File: config.mk
export PLATFORM = sky130hd
export DESIGN_NAME = mem_arbiter
export DESIGN_NICKNAME = d
export VERILOG_FILES = /design/src/rtl/mem_arbiter.sv
export SDC_FILE = /design/constraint.sdc
export NUM_CORES = 1
export LEC_CHECK = 0
export CORE_AREA = 2 2 119 121
export CTS_CLUSTER_SIZE = 14
export DETAILED_ROUTE_END_ITERATION = 16
export DIE_AREA = 0 0 121 123
export PLACE_DENSITY = 0.62
export SETUP_SLACK_MARGIN = 0.1
export SLEW_MARGIN = 20
export SYNTH_ARGS = -nofsm -noshare
export SYNTH_HDL_FRONTEND = slang
export SYNTH_SLANG_ARGS = --single-unit
File: constraint.sdc
create_clock -name i_clk -period 2.5 [get_ports i_clk]
set_clock_uncertainty 0.15 [all_clocks]
set_input_delay 0.5 -clock i_clk [delete_from_list [all_inputs] [get_ports i_clk]]
set_output_delay 0.5 -clock i_clk [all_outputs]
set_load 0.1 [all_outputs]
File: src/rtl/mem_arbiter.sv
// Two-client (icache/dcache) to one-port memory arbiter with burst grant locking,
// round-robin tie-break and in-order read response routing back to the owning cache.
module mem_arbiter #(
    parameter int MAX_OUT = 4,
    parameter int CW      = 3
) (
    input  logic        i_clk,
    input  logic        i_rst,
    input  logic [31:0] i_c0_addr,
    input  logic        i_c0_ren,
    input  logic        i_c0_wen,
    input  logic [31:0] i_c0_wdata,
    output logic        o_c0_ready,
    output logic [31:0] o_c0_rdata,
    output logic        o_c0_valid,
    input  logic [31:0] i_c1_addr,
    input  logic        i_c1_ren,
    input  logic        i_c1_wen,
    input  logic [31:0] i_c1_wdata,
    output logic        o_c1_ready,
    output logic [31:0] o_c1_rdata,
    output logic        o_c1_valid,
    output logic [31:0] o_mem_addr,
    output logic        o_mem_ren,
    output logic        o_mem_wen,
    output logic [31:0] o_mem_wdata,
    input  logic        i_mem_ready,
    input  logic [31:0] i_mem_rdata,
    input  logic        i_mem_valid
);

    typedef enum logic {ST_IDLE, ST_LOCKED} state_t;

    state_t        state, state_next;
    logic          owner, owner_next;
    logic          last, last_next;
    logic [CW-1:0] out, out_next;

    logic req0, req1, req_owner;
    logic gnt_vld, gnt;
    logic ren_g, wen_g, req_g, ready_g;
    logic acc_rd, rsp;

    always_ff @(posedge i_clk or posedge i_rst) begin
        if (i_rst) begin
            state <= ST_IDLE;
            owner <= 1'b0;
            last  <= 1'b1;
            out   <= '0;
        end else begin
            state <= state_next;
            owner <= owner_next;
            last  <= last_next;
            out   <= out_next;
        end
    end

    // Grant is combinational; a locked arbiter always points at the owner.
    always_comb begin
        req0      = i_c0_ren | i_c0_wen;
        req1      = i_c1_ren | i_c1_wen;
        req_owner = owner ? req1 : req0;
        gnt_vld   = 1'b0;
        gnt       = 1'b0;
        if (state == ST_LOCKED) begin
            gnt_vld = 1'b1;
            gnt     = owner;
        end else if (req0 && req1) begin
            gnt_vld = 1'b1;
            gnt     = ~last;
        end else if (req0) begin
            gnt_vld = 1'b1;
        end else if (req1) begin
            gnt_vld = 1'b1;
            gnt     = 1'b1;
        end
        ren_g   = gnt_vld & (gnt ? i_c1_ren : i_c0_ren);
        wen_g   = gnt_vld & (gnt ? i_c1_wen : i_c0_wen);
        req_g   = ren_g | wen_g;
        ready_g = i_mem_ready & ((out < CW'(MAX_OUT)) | ~ren_g);
        acc_rd  = ren_g & ready_g;
        // Responses with nothing outstanding are strays and are discarded.
        rsp     = i_mem_valid & (out != '0);
        out_next = out;
        if (acc_rd && !rsp)
            out_next = out + CW'(1);
        else if (!acc_rd && rsp)
            out_next = out - CW'(1);
    end

    always_comb begin
        state_next = state;
        owner_next = owner;
        last_next  = last;
        if (state == ST_LOCKED && !req_owner && out_next == '0) begin
            state_next = ST_IDLE;
        end else if (gnt_vld && req_g) begin
            state_next = ST_LOCKED;
            owner_next = gnt;
            last_next  = gnt;
        end
    end

    always_comb begin
        o_mem_addr  = '0;
        o_mem_ren   = 1'b0;
        o_mem_wen   = 1'b0;
        o_mem_wdata = '0;
        o_c0_ready  = 1'b0;
        o_c1_ready  = 1'b0;
        o_c0_rdata  = '0;
        o_c1_rdata  = '0;
        o_c0_valid  = 1'b0;
        o_c1_valid  = 1'b0;
        if (!i_rst) begin
            if (gnt_vld) begin
                o_mem_addr  = gnt ? i_c1_addr  : i_c0_addr;
                o_mem_wdata = gnt ? i_c1_wdata : i_c0_wdata;
                o_mem_ren   = ren_g;
                o_mem_wen   = wen_g;
            end
            o_c0_ready = gnt_vld & ~gnt & ready_g;
            o_c1_ready = gnt_vld &  gnt & ready_g;
            o_c0_rdata = i_mem_rdata;
            o_c1_rdata = i_mem_rdata;
            o_c0_valid = rsp & ~owner;
            o_c1_valid = rsp &  owner;
        end
    end

endmodule

======== Word level (Yosys, flattened, before mapping) ========
Index checks and enable logic that the tools add are counted.
W data, S select, Z words.
word-level totals
  bits of input ports ..................... 168
  RAM bits ................................ 0
  latch bits .............................. 0
  output and inout port bits .............. 134
  logic and storage cells ................. 69
  register bits ........................... 6
  memories kept ........................... 0
  memory bits (read-only) ................. 0
operators by class
  eq/ne operators ......................... 0
  bitwise gates (word level) .............. 20
  multipliers ............................. 0
  muxes and demuxes ....................... 29
  shift-type cells ........................ 0
  magnitude comparators ................... 1
  reduce and logical (&&, ||, !) cells .... 13
  divide/modulo/power cells ............... 0
  $add $sub $neg .......................... 2
operator list
  cell                   number
  $mux W32               7
  $mux W1                20
  $and A1 B1 Y1          11
  $logic_and A1 B1 Y1    6
  $mux W3                2
  $not A1 Y1             5
  $or A1 B1 Y1           4
  $add A3 B1 Y3 const B  1
  $logic_not A1 Y1       3
  $logic_not A3 Y1       1
  $lt A3 B3 Y1 const B   1
  $reduce_bool A3 Y1     1
  $sub A3 B1 Y3 const B  1
  $reduce_and A2 Y1      1
  $reduce_bool A2 Y1     1

======== Depth between registers and ports, before layout ========
  depth after elaboration ................. 19
  depth in mapped cells ................... 7
  depth with buffers taken out ............ 7

======== Worst setup path before layout ========
OpenSTA, ideal clock, no wires.
  path kind ............................... input -> output
  start point ............................. input i_rst
  end point ............................... output o_c0_valid
  buffers on the path ..................... 2
  slack ................................... -1.136 ns
  cell stages on the path ................. 3
  data arrival time ....................... 2.986 ns
  required time ........................... 1.850 ns
  cell sequence ........................... clkbuf_1 clkbuf_1 nor3_1
between the ends
  longest elaborated chain between the ends .. 1
ends and longest elaborated chain
  what         RTL line  RTL
  from (decl)  8         input logic i_rst,
  $mux W1      115       if (!i_rst) begin
  to (decl)    15        output logic o_c0_valid,
Every way passes these cells.

======== Worst setup path in the final report ========
  start point ............................. input i_c0_ren
  end point ............................... output o_mem_addr[8]
between the ends
  longest elaborated chain between the ends .. 7
  elaborated cells on any way between the ends .. 11
  those cells by class .................... mux (9); bitwise (1); reduce/logical (1)
ends and longest elaborated chain
  what                                                   RTL line  RTL
  from (decl)                                            10        input logic i_c0_ren,
  $or A1 B1 Y1 (*)                                       60        req0 = i_c0_ren | i_c0_wen;
  $mux W1 / $logic_and A1 B1 Y1 (equally long branches)  71, 68
  $mux W1                                                68        end else if (req0 && req1) begin
  $mux W1                                                65        if (state == ST_LOCKED) begin
  $mux W32                                               117       o_mem_addr = gnt ? i_c1_addr : i_c0_addr;
  $mux W32 (*)                                           116       if (gnt_vld) begin
  $mux W32 (*)                                           115
  to (decl)                                              23        output logic [31:0] o_mem_addr,
Mark *: on every way between the ends. The rest lies on a longest branch, timed or not.

==> impl_metrics.ini <==
[worst_hold_path]
min_path_type = input pin to asynchronous set/reset pin

[place]
postPlaceCellArea_um2 = 7030
gp_congestion = 0.871
port-buffer-count = 301
hpwl_um = 10900

[grt]
grt_max_degree = 36
grt_pass1_vias = 3287
grt_pass1_wl_um = 17500
grt_antenna_before_repair = 0
grt_overflow = 0
grt_usage = 0.150

[sta]
slew_violations = 0
fin_ws_ns = -0.165
finalSetupViolations = 66
max_freq_mhz = 375
worst_pin_slew_ns = 0.393
relSlewSlack = 0.738
min_period_ns = 2.66
rsz0062_at_grt = yes
hold_violations = 0
timing.final.crit_share = 1.07

[synthesis]
ys_seq_elements = 6
synth-edff-count = 0
ys_types = 34
yosysWarnings = 0
synthCells = 209
synth_flop_cell = dfrtp_1
synth.cell_area_um2 = 1630
synthArstFlopShare = 1.00
avgSynthCellArea_um2 = 7.82
syn_nets = 380
ys_seq_area_frac = 0.0926

[layout]
n_antenna_cell = 0
syn_to_final_growth_pct = 361
final_cell_mix = clkdlybuf4s50_1, buf_12, a22o_4
final_cell_area_um2 = 7530
final_common_cell = clkdlybuf4s50_1
fin_nets = 691
drive_above_1_share = 0.599

[clock_network]
ctsRootBufferMaster = clkbuf_16
clock_latency_ns = 0.23
cts-buffers-inserted = 3
tritoncts = done
h-tree-depth = 1
cts.sinks = 6
cts.clk_slew.worst_paths_ns = 0.04
cts_buffer_depth = 2

[run_status]
status = finished with violations
failed_checks = setup timing

[detailed_routing]
drt_iter0_markers = 68
ant_nets = 0
wirelength_um = 12600
drc = 0
routed_via_density = 4.24
wire_per_inst_um = 18.0
vias = 2961
dr.pass1.iters = 4

[worst_setup_path]
worst_path_max_delay_cell = or2_4
rrSetupSlack_ns = 0.39
cp_max_fo = 8
cp.required_ns = 1.85
worstPathArrival_ns = 2.01
worstPathCellList = buf_8 -> or2_4 -> nor4_4 -> buf_4 -> nor3_4 -> buf_12 -> buf_12 -> buf_6 -> a22o_4 -> buf_12
slowest_delay_ns = 0.25
r2r_start = state
r2r-end = state
crit_path_end_kind = output port
criticalPathCategory = input pin to output port
crit_top_cell = buf_12
r2r_cells = 10
startpoint_type = input pin

[floorplan]
io_pins = 302
die_w_um = 121
start_util = 0.120
die_h_um = 123
dieArea_um2 = 14900
fp.coreArea_um2 = 13600
rows = 43

[pwr]
p_leak_nw = 3.25
report.power.total_mw = 5.20
p_per_area_nw_per_um2 = 690
peakVddDrop_uv = 439

[job]
max_cap_viol_count = 0
-- how the worst max path moves through the flow --
| stage | start | cells after the start | slack [ns] | to |
|---|---|---|---|---|
| 5_1_grt | i_c0_ren | 10 | -0.23 | o_mem_addr[8] |
| 6_report | i_c0_ren | 10 | -0.16 | o_mem_addr[8] |
| 3_3_place_gp | i_c1_wen | 8 | -0.53 | o_c0_ready |
| 3_5_place_dp | i_c0_wen | 9 | -0.56 | o_mem_wdata[21] |
| 4_1_cts | i_c0_ren | 10 | -0.28 | o_mem_addr[8] |
| 2_1_floorplan | i_rst | 3 | -0.12 | o_c1_rdata[16] |
-- cell families after synthesis --
group / synth area share
AOI/OAI and AO/OA: 0.432
and+or+nand+nor: 0.197
buffers and inverters: 0.233
DFF: 0.0927
adders and majority gates: 0.0230
xor gates and xnor gates: 0.0107
muxes: 0.0123
-- final cells by class --
class | instances | area (um^2)
fill | 1139 | 6080
timing repair buffer | 356 | 5060
multi-input combinational | 148 | 2000
tap | 180 | 225
sequential | 6 | 151
clock buffer | 4 | 78.8
inverter | 5 | 18.8
-- worst max-delay path, delay by kind of cell --
kind	cells	cell delay (ns)
buf+inv	6	0.81
simple gates	3	0.44
compound gates	1	0.25
-- stage by stage --
step	utilization	setup TNS (ns)	hold slack, ns	setup slack (ns)	instances
finish	0.553	-6.06	0.119	-0.165	699
global route	0.553	-10.41	0.145	-0.234	699
detailed placement	0.517	-34.57	0.359	-0.560	675
global placement	0.517	-31.95	0.355	-0.533	675
CTS	0.539	-12.77	0.119	-0.284	691
floorplan	-	-0.580	0.360	-0.116	209
-- layer usage --
metal | global-route usage | up-vias | routed length (um)
met5 | 0 | - | 0
met3 | 0.0447 | 10 | 1240
met1 | 0.156 | 1379 | 4190
li1 | - | 1382 | -
met4 | 0.0276 | 0 | 161
met2 | 0.298 | 190 | 7000
-- cell usage after synthesis (2+ instances only) --
cell type | n | share of area
nor2b_1 | 33 | 0.13
mux2i_1 | 2 | 0.012
buf_2 | 7 | 0.021
o21ai_0 | 3 | 0.0092
nand2b_1 | 2 | 0.0077
nand2_1 | 9 | 0.021
dfrtp_1 | 5 | 0.077
o22a_1 | 2 | 0.011
ha_1 | 3 | 0.023
o211ai_1 | 4 | 0.018
buf_6 | 6 | 0.041
clkbuf_1 | 5 | 0.011
and3_1 | 3 | 0.011
a22o_1 | 64 | 0.34
a21oi_1 | 4 | 0.012
inv_1 | 5 | 0.011
buf_4 | 32 | 0.15
xnor2_1 | 2 | 0.011
nor2_1 | 3 | 0.0069
-- report_power, final --
part           total (mW)  internal [mW]  switching (mW)
combinational        4.76           2.01            2.75
clock               0.267          0.212          0.0553
sequential          0.169          0.131          0.0378
-- registers in the layout, summed over array words and instances (netlist names) --
name / count
last: 1
state: 1
out: 3
owner: 1
-- timing repair --
action | 4_1_cts | 5_1_grt
endpoints found under the setup margin | 69 | 67
gates cloned | 2 | 4
hold buffers | 0 | 0
resized for setup | 31 | 21
hold endpoints to repair | 0 | 0
pin swaps | 21 | 7
buffers inserted | 10 | 4
No activity file was read; power rests on OpenSTA's default activity.
